===== src/rtl/color_pkg.sv =====
// Shared types and constants for the colour sequencer and its LFSR.
package color_pkg;

    localparam int unsigned NUM_COLORS   = 6;
    localparam int unsigned COLOR_W      = 3;
    localparam int unsigned LFSR_W       = 16;
    localparam logic [15:0] LFSR_TAPS    = 16'hB400;
    localparam logic [15:0] DEFAULT_SEED = 16'hACE1;

    typedef logic [COLOR_W-1:0] color_t;

    typedef enum logic [1:0] {
        IDLE = 2'd0,
        FILL = 2'd1,
        FULL = 2'd2
    } state_t;

    // One Galois step: shift right, fold the taps back in when bit 0 falls out.
    function automatic logic [LFSR_W-1:0] lfsr_next(input logic [LFSR_W-1:0] v);
        return (v >> 1) ^ (v[0] ? LFSR_TAPS : LFSR_W'(0));
    endfunction

endpackage


===== src/rtl/color_lfsr.sv =====
// 16-bit Galois LFSR colour source; a zero load value is replaced by SEED
// because the all-zero state would lock the generator.
module color_lfsr
    import color_pkg::*;
#(
    parameter logic [15:0] SEED = DEFAULT_SEED
) (
    input  logic        clk,
    input  logic        reset_n,
    input  logic        step,
    input  logic        load,
    input  logic [15:0] load_value,
    output logic [15:0] state
);

    always_ff @(posedge clk) begin
        if (!reset_n) begin
            state <= SEED;
        end else if (load) begin
            state <= (load_value == 16'h0000) ? SEED : load_value;
        end else if (step) begin
            state <= lfsr_next(state);
        end
    end

endmodule


===== src/rtl/color_sequencer.sv =====
// Colour stream generator: LFSR candidates, range/repeat filter, preview FIFO
// with valid/ready pop, and the IDLE/FILL/FULL refill scheduler.
module color_sequencer
    import color_pkg::*;
#(
    parameter int unsigned NUM_COLORS  = color_pkg::NUM_COLORS,
    parameter int unsigned QUEUE_DEPTH = 4,
    parameter int unsigned MAX_REPEAT  = 2,
    parameter logic [15:0] SEED        = DEFAULT_SEED
) (
    input  logic                                 clk,
    input  logic                                 reset_n,
    input  logic                                 enable,
    input  logic                                 seed_load,
    input  logic [15:0]                          seed_in,
    input  logic                                 color_ready,
    output logic                                 color_valid,
    output logic [2:0]                           color_out,
    output logic [2:0]                           preview_color,
    output logic [$clog2(QUEUE_DEPTH+1)-1:0]     queue_count
);

    localparam int unsigned CNT_W = $clog2(QUEUE_DEPTH + 1);
    localparam int unsigned IDX_W = $clog2(QUEUE_DEPTH);
    localparam int unsigned RUN_W = $clog2(MAX_REPEAT + 1);

    state_t             state;
    state_t             state_next;

    color_t             q [QUEUE_DEPTH];
    logic [CNT_W-1:0]   count;
    logic [CNT_W-1:0]   count_next;
    color_t             last_color;
    logic [RUN_W-1:0]   run_len;

    logic [15:0]        lfsr_value;
    color_t             cand;
    logic               cand_legal;
    logic               run_full;
    logic               has_room;
    logic               step;
    logic               push;
    logic               pop;
    logic [IDX_W-1:0]   wr_idx;

    color_lfsr #(
        .SEED       (SEED)
    ) u_lfsr (
        .clk        (clk),
        .reset_n    (reset_n),
        .step       (step),
        .load       (seed_load),
        .load_value (seed_in),
        .state      (lfsr_value)
    );

    // Only the low bits form a candidate; the rest just feed the generator.
    logic unused_lfsr_hi;
    assign unused_lfsr_hi = ^lfsr_value[15:3];

    // Candidate filter, handshake and occupancy bookkeeping.
    always_comb begin
        cand        = lfsr_value[2:0];
        has_room    = (count < CNT_W'(QUEUE_DEPTH));
        cand_legal  = (32'(cand) < NUM_COLORS);
        run_full    = (run_len == RUN_W'(MAX_REPEAT)) && (cand == last_color);
        // The generator only advances when the result could be stored, so the
        // accepted sequence is independent of back-pressure timing.
        step        = (state == FILL) && enable && !seed_load && has_room;
        push        = step && cand_legal && !run_full;
        color_valid = (count != '0) && !seed_load;
        pop         = color_valid && color_ready;
        wr_idx      = IDX_W'(pop ? (count - CNT_W'(1)) : count);
        count_next  = count;
        case ({push, pop})
            2'b10:   count_next = count + CNT_W'(1);
            2'b01:   count_next = count - CNT_W'(1);
            default: count_next = count;
        endcase
    end

    // Refill scheduler next state.
    always_comb begin
        state_next = state;
        if (seed_load) begin
            state_next = enable ? FILL : IDLE;
        end else begin
            case (state)
                IDLE: begin
                    if (enable) state_next = FILL;
                end
                FILL: begin
                    if (!enable)                                 state_next = IDLE;
                    else if (count_next == CNT_W'(QUEUE_DEPTH)) state_next = FULL;
                end
                FULL: begin
                    if (!enable)       state_next = IDLE;
                    else if (has_room) state_next = FILL;
                end
                default: state_next = IDLE;
            endcase
        end
    end

    always_ff @(posedge clk) begin
        if (!reset_n) begin
            state <= IDLE;
        end else begin
            state <= state_next;
        end
    end

    // Shift-register FIFO: q[0] is the head, unused slots are kept at zero.
    always_ff @(posedge clk) begin
        if (!reset_n || seed_load) begin
            for (int i = 0; i < int'(QUEUE_DEPTH); i++) begin
                q[i] <= '0;
            end
            count      <= '0;
            last_color <= '0;
            run_len    <= '0;
        end else begin
            count <= count_next;
            if (pop) begin
                for (int i = 0; i < int'(QUEUE_DEPTH) - 1; i++) begin
                    q[i] <= q[i+1];
                end
                q[QUEUE_DEPTH-1] <= '0;
            end
            if (push) begin
                q[wr_idx]  <= cand;
                last_color <= cand;
                run_len    <= ((run_len != '0) && (cand == last_color))
                              ? (run_len + RUN_W'(1)) : RUN_W'(1);
            end
        end
    end

    assign color_out     = q[0];
    assign preview_color = q[1];
    assign queue_count   = count;

endmodule

===== config.mk =====
export PLATFORM = sky130hd
export DESIGN_NAME = color_sequencer
export DESIGN_NICKNAME = d
export VERILOG_FILES = /design/src/rtl/color_pkg.sv /design/src/rtl/color_lfsr.sv /design/src/rtl/color_sequencer.sv
export SDC_FILE = /design/constraint.sdc
export NUM_CORES = 1
export LEC_CHECK = 0
export CAP_MARGIN = 10
export CORE_UTILIZATION = 59
export DETAILED_ROUTE_END_ITERATION = 10
export PLACE_DENSITY = 0.95
export SYNTH_ARGS = -nofsm -noshare
export SYNTH_HDL_FRONTEND = slang
export SYNTH_SLANG_ARGS = --single-unit

===== constraint.sdc =====
create_clock -name clk -period 8.9 [get_ports clk]
set_clock_uncertainty 0.15 [all_clocks]
set_input_delay 2.67 -clock clk [delete_from_list [all_inputs] [get_ports clk]]
set_output_delay 2.67 -clock clk [all_outputs]
set_load 0.02 [all_outputs]

==> flow_metrics.py, run 1 <==
metrics = {
    "synth": {
        "yosys.area.top_type": "dfxtp_1",
        "synth_top_area_share_pct": 22.1,
        "ys_async_sr_fraction_pct": 0,
        "number_of_synthesized_flops_with_an_enable_pin": 12,
        "seq_area_frac_synth_pct": 37.4,
        "primary_flip_flop_cell_chosen_by_synthesis_mapping": "dfxtp_1",
        "synth.distinct_cells": 52,
        "post_synthesis_mean_instance_area_um2": 10.1,
        "synth.cell_area_um2": 2350,
        "register_bit_total_from_synthesis": 38,
        "mappedNetlistNets": 260,
        "synth_most_common_cell": "dfxtp_1",
        "synth.cells.most_frequent": "dfxtp_1 (26), nand2_1 (25), mux2_2 (17)",
        "synth_top_cells_by_area": "dfxtp_1 (22%), edfxtp_1 (15%), mux2_2 (8.1%), nand2_1 (4.0%), ha_1 (3.7%)",
        "netlist_instances": 232,
        "synth-warning-count": 0,
    },
    "setup_path": {
        "worst-endpoint-arrival_ns": 4.28,
        "worst-endpoint-required_ns": 6.08,
        "critical_path_class": "in -> out",
        "max_fanout_on_critical_path": 17,
        "setup.reg_to_reg.worst_slack_ns": 5.81,
        "r2r-start": "queue_count[0]",
        "setup.worst_path.start_class": "input pin",
        "setup.worst_path.end_class": "primary output",
        "worstReg2RegEnd": "state[1]",
        "worst_r2r_path_depth": 10,
        "critical_path_end": "color_valid",
        "critical_path.startpoint": "seed_load",
    },
    "status": {
        "status": "complete, no violations",
    },
    "clock_tree": {
        "tritoncts_clock_tree": "built",
        "cts_made_buffers": 5,
        "cts.htree.levels": 2,
        "clk_pin_slew_worst_paths_ns": 0.07,
        "cts_setup_buffers": 0,
        "cts.sink_count": 38,
        "postCtsHoldBufs": 0,
        "clockRootBuffer": "clkbuf_8",
        "worst_skew_pair.late_latency_ns": 0.30,
        "postCtsResizedCells": 0,
        "clk_path_buf_depth": 2,
    },
    "hold_path": {
        "min_path_type": "reg -> reg",
    },
    "sta": {
        "tightestPinTransition_ns": 0.718,
        "fmax_mhz": 141,
        "report.final.slew_viol_count": 0,
        "finalWorstPathRequiredPeriod_ns": 7.10,
        "finalHoldViolCount": 0,
        "aggregate_negative_setup_slack_ns": 0,
        "post-route-period-util_pct": 79.7,
        "setup_slack_of_the_critical_path_after_layout_ns": 1.80,
        "grt_setup_unrepaired": "no",
        "setup_viol": 0,
        "max_slew_margin_pct": 52.1,
    },
    "cells_and_area": {
        "area_of_the_multi_input_gates_um2": 1360,
        "final_layout_size_suffix_gt1_share_pct": 17.8,
        "fillCellCount": 283,
        "nets": 281,
        "area_growth_syn_to_layout_pct": 15.9,
        "insertedDiodeCount": 0,
        "final-seq-area_um2": 881,
        "post-route-util_pct": 72.9,
    },
    "floorplanning": {
        "rows": 22,
        "die-height_um": 65.2,
        "design.core.area_um2": 3740,
        "initial_utilization_pct": 62.9,
        "die_width_um": 65.2,
        "die-area_um2": 4250,
        "ios": 31,
    },
    "grt": {
        "number_of_antenna_violations_at_the_first_check_in_global_routing": 0,
        "grt_first_pass_wirelength_mm": 8.38,
        "first_global_vias": 1793,
        "grt_start_max_net_pins": 29,
        "groute.usage.overall_pct": 25.6,
        "grt-ovfl-total": 0,
    },
    "route": {
        "wl_met1_mm": 2.16,
        "route.detailed.drc": 0,
        "viasPerCell": 6.23,
        "drt_first_iter_violations": 87,
        "routed-wl-met3_um": 209,
        "wl_met2_mm": 2.45,
        "ant_nets": 0,
        "final_wirelength_mm": 4.91,
        "route.top_layer_used": "met4",
        "routedWlPerCell_um": 16.3,
        "via_count": 1875,
        "detail_route.first_pass.iterations": 6,
    },
    "pwr": {
        "pwr_density_cell_nw_per_um2": 138,
        "total_leakage_power_nw": 1.04,
        "worst_ir_drop_on_vdd_mv": 0.100,
    },
    "placement": {
        "gp_congestion": 0.842,
        "place.port_buffers": 30,
        "place.detailed.hpwl_mm": 3.32,
        "pre_cts_slack_ns": 1.85,
    },
    "job": {
        "max-cap-violations": 0,
    },
}
cells by family (layout without fill, tap and decap cells):
| logic type | count (synthesis) | count (layout) | synth area share (%) |
|---|---|---|---|
| buf+inv | 26 | 47 | 5.58 |
| xor+xnor | 6 | 6 | 2.87 |
| fa+ha+maj | 7 | 7 | 3.72 |
| flops | 38 | 38 | 37.4 |
| compound gates | 54 | 54 | 18.2 |
| simple gates | 77 | 77 | 21.1 |
| mux | 24 | 24 | 11.1 |
worst min path at each step:
stage	start	end	slack (ns)	cells after the start
detailed placement	last_color[0]	last_color[0]	0.34	2
global placement	run_len[1]	run_len[1]	0.33	2
floorplan	state[1]	state[0]	0.31	1
global route	last_color[0]	last_color[0]	0.37	2
finish	last_color[0]	last_color[0]	0.35	2
CTS	last_color[0]	last_color[0]	0.36	2
cell type report:
class                      instances  share of cell area [%]
sequential                        38                    32.3
inverter                           8                    1.10
multi-input combinational        168                    49.7
tap                               48                    2.20
clock buffer                       7                    3.16
timing repair buffer              32                    11.5
critical path, stage by stage:
cell and delay [ns]:
clkdlybuf4s50_1 0.73, nor2_1 0.24, clkdlybuf4s50_1 0.63
routing by layer:
metal | global-route usage, % | up-vias
met2 | 43.4 | 50
li1 | - | 920
met3 | 5.03 | 11
met1 | 32.1 | 894
met4 | 9.51 | 0
met5 | 0 | -
placed cells by master (no fill, tap or decap), drive strengths merged, types with 2 or more instances in the layout:
cell type / count
o2111ai: 3
a211oi: 3
nor4b: 5
nand4: 2
nor4bb: 2
xnor2: 4
nor4: 5
and4: 3
a311oi: 4
mux2i: 7
a21oi: 6
inv: 8
o211ai: 3
nand3: 3
mux2: 17
clkbuf: 7
nor2b: 6
o211a: 7
nand2: 26
ha: 7
and3: 10
nor2: 7
buf: 2
nand2b: 4
clkdlybuf4s50: 30
o22ai: 8
xor2: 2
o21ai: 7
a31oi: 6
dfxtp: 26
edfxtp: 12
metrics by stage:
| step | instances | hold slack (ns) | total power (W) | cell area, µm² |
|---|---|---|---|---|
| floorplan | 232 | 0.313 | 0.000240 | 2350 |
| global placement | 294 | 0.331 | 0.000258 | 2640 |
| detailed placement | 294 | 0.344 | 0.000261 | 2640 |
| CTS | 301 | 0.356 | 0.000378 | 2730 |
| global route | 301 | 0.373 | 0.000392 | 2730 |
| finish | 301 | 0.352 | 0.000378 | 2730 |
sequential cells by signal (all words and copies together) (netlist names):
signal / cells
last_color: 3
state: 2
queue_count: 3
u_lfsr.state: 16
run_len: 2
q: 12
where the power goes:
part / internal, W / switching (W)
logic: 0.0000313 / 0.0000306
registers: 0.000187 / 0.00000828
clock network: 0.0000614 / 0.0000584
(Power assumes the default switching activity.)
==> run 2: changes to the inputs <==
--- a/config.mk
+++ b/config.mk
@@ -6,9 +6,9 @@
 export NUM_CORES = 1
 export LEC_CHECK = 0
 export CAP_MARGIN = 10
-export CORE_UTILIZATION = 59
+export CORE_UTILIZATION = 50
 export DETAILED_ROUTE_END_ITERATION = 10
-export PLACE_DENSITY = 0.95
+export PLACE_DENSITY = 0.86
 export SYNTH_ARGS = -nofsm -noshare
 export SYNTH_HDL_FRONTEND = slang
 export SYNTH_SLANG_ARGS = --single-unit
==> constraint.sdc (replaced) <==
create_clock -name clk -period 5.9 [get_ports clk]
set_clock_uncertainty 0.15 [all_clocks]
set_input_delay 1.77 -clock clk [delete_from_list [all_inputs] [get_ports clk]]
set_output_delay 1.77 -clock clk [all_outputs]
set_load 0.02 [all_outputs]
==> flow_metrics.py, run 2 (synthesis gave the netlist of run 1 again) <==
metrics = {
    "grt": {
        "grt_first_pass_wirelength_mm": 8.18,
        "first_global_vias": 1787,
        "grt_start_max_net_pins": 29,
        "groute.usage.overall_pct": 20.7,
        "number_of_antenna_violations_at_the_first_check_in_global_routing": 0,
        "grt-ovfl-total": 0,
    },
    "cells_and_area": {
        "max_ffs_per_register": 16,
        "top_registers": "u_lfsr.state (16), q (12)",
        "insertedDiodeCount": 0,
        "fillCellCount": 373,
        "nets": 283,
        "regMostFlops": "u_lfsr.state",
        "post-route-util_pct": 62.0,
        "layout.cells.most_common": "clkdlybuf4s50_1",
        "final_layout_size_suffix_gt1_share_pct": 18.8,
        "post-route-cell-area_um2": 2760,
        "area_growth_syn_to_layout_pct": 17.0,
        "mostFrequentLayoutCells": "clkdlybuf4s50_1 (30), dfxtp_1 (26), nand2_1 (25)",
    },
    "clock_tree": {
        "clk_pin_slew_worst_paths_ns": 0.07,
        "cts_made_buffers": 5,
        "postCtsResizedCells": 0,
        "cts.sink_count": 38,
        "cts.htree.levels": 2,
        "clk_path_buf_depth": 2,
        "tritoncts_clock_tree": "built",
        "worst_skew_pair.late_latency_ns": 0.29,
        "clockRootBuffer": "clkbuf_8",
        "cts_setup_buffers": 0,
        "postCtsHoldBufs": 0,
    },
    "placement": {
        "place.port_buffers": 30,
        "detailed_place.area_um2": 2660,
        "place.detailed.hpwl_mm": 3.37,
        "gp_congestion": 0.816,
        "pre_cts_slack_ns": 0.889,
    },
    "pwr": {
        "total_power_w": 0.000573,
        "combPwrFrac_pct": 16.4,
        "total_leakage_power_nw": 1.05,
        "worst_ir_drop_on_vdd_mv": 0.141,
        "share_seq_of_total_power_pct": 51.5,
        "pwr_density_cell_nw_per_um2": 208,
        "share_clk_of_total_power_pct": 32.1,
        "power_switching_w": 0.000148,
        "switching_share_pct": 25.8,
        "cellInternalPower_w": 0.000425,
    },
    "floorplanning": {
        "initial_utilization_pct": 53.0,
        "design.core.area_um2": 4440,
        "die-height_um": 70.6,
        "die_width_um": 70.6,
        "die-area_um2": 4990,
        "ios": 31,
        "rows": 24,
    },
    "setup_path": {
        "max_fanout_on_critical_path": 17,
        "worst-endpoint-arrival_ns": 3.10,
        "worstPathBufferInverterCount": 3,
        "critical_path_class": "in -> out",
        "cp_top_family": "buffers and inverters",
        "cp_common_cell": "clkdlybuf4s50_1",
        "setup.worst_path.start_class": "input pin",
        "r2r-start": "queue_count[0]",
        "critical_path.startpoint": "seed_load",
        "critical-path-slowest-cell": "clkdlybuf4s50_1",
        "setup.worst_path.end_class": "primary output",
        "worstReg2RegEnd": "state[1]",
        "worst-endpoint-required_ns": 3.98,
        "critPathMaxStageDelay_ns": 0.61,
        "count_of_cell_instances_traversed_by_the_critical_path": 4,
        "worst_r2r_path_depth": 9,
        "path_cells": "clkdlybuf4s50_1, buf_4, nor2_1, clkdlybuf4s50_1",
        "setup.reg_to_reg.worst_slack_ns": 2.87,
    },
    "status": {
        "status": "finished with violations",
        "failed_checks": "design-rule violations",
    },
    "hold_path": {
        "whs_endpoint": "run_len[1]",
        "min_path_type": "reg -> reg",
        "worstHoldPathCells": 2,
        "hold_start": "run_len[1]",
    },
    "sta": {
        "setup_slack_of_the_critical_path_after_layout_ns": 0.881,
        "aggregate_negative_setup_slack_ns": 0,
        "max_slew_margin_pct": 54.0,
        "post-route-period-util_pct": 85.1,
        "grt_setup_unrepaired": "no",
        "finalWorstPathRequiredPeriod_ns": 5.02,
        "finalHoldViolCount": 0,
        "report.final.slew_viol_count": 0,
        "fmax_mhz": 199,
        "setup_viol": 0,
        "tightestPinTransition_ns": 0.689,
    },
    "job": {
        "max-cap-violations": 0,
    },
    "route": {
        "drt_first_iter_violations": 79,
        "final_wirelength_mm": 4.75,
        "ant_nets": 0,
        "routedWlPerCell_um": 15.4,
        "via_count": 1885,
        "detail_route.first_pass.iterations": 7,
        "viasPerCell": 6.12,
        "route.detailed.drc": 4,
    },
}
-- run 2: power by group through the flow --
| stage | Sequential [W] | Clock, W | Combinational, W |
|---|---|---|---|
| after global routing | 0.000297 | 0.000198 | 0.000102 |
| after floorplan | 0.000297 | 0 | 0.0000651 |
| final | 0.000295 | 0.000184 | 0.0000940 |
| after CTS | 0.000295 | 0.000187 | 0.0000943 |
| after detailed placement | 0.000301 | 0 | 0.0000937 |
| after global placement | 0.000300 | 0 | 0.0000914 |
-- run 2: layout make-up --
type / count / area (µm²) / area share [%]
inverters: 8 / 30.0 / 1.09
clock inverters: 1 / 5.00 / 0.182
multi-input cells: 168 / 1360 / 49.3
clock buffers: 7 / 86.3 / 3.13
repair buffers: 34 / 330 / 12.0
flip-flops and latches: 38 / 881 / 32.0
well taps: 52 / 65.1 / 2.36
-- run 2: worst max path at each step --
stage,end
6_report,color_valid
3_3_place_gp,color_valid
5_1_grt,color_valid
4_1_cts,color_valid
3_5_place_dp,color_valid
2_1_floorplan,color_valid
-- run 2: through the flow --
stage / std cells / hold slack [ns]
final: 308 / 0.377
after global routing: 308 / 0.406
after CTS: 308 / 0.368
after detailed placement: 300 / 0.358
after global placement: 300 / 0.330
after floorplan: 232 / 0.313
-- run 2: routing by layer --
layer / share of wire [%] / up-vias / global-route usage (%)
li1: - / 926 / -
met1: 44 / 902 / 25.3
met2: 50 / 47 / 35.5
met3: 4.3 / 10 / 4.70
met4: 2.0 / 0 / 8.44
met5: 0 / - / 0
-- run 2: worst min-delay path, stage by stage (launching register included) --
cell and delay (ns):
dfxtp_1 0.33, o21ai_0 0.08, a21oi_1 0.07
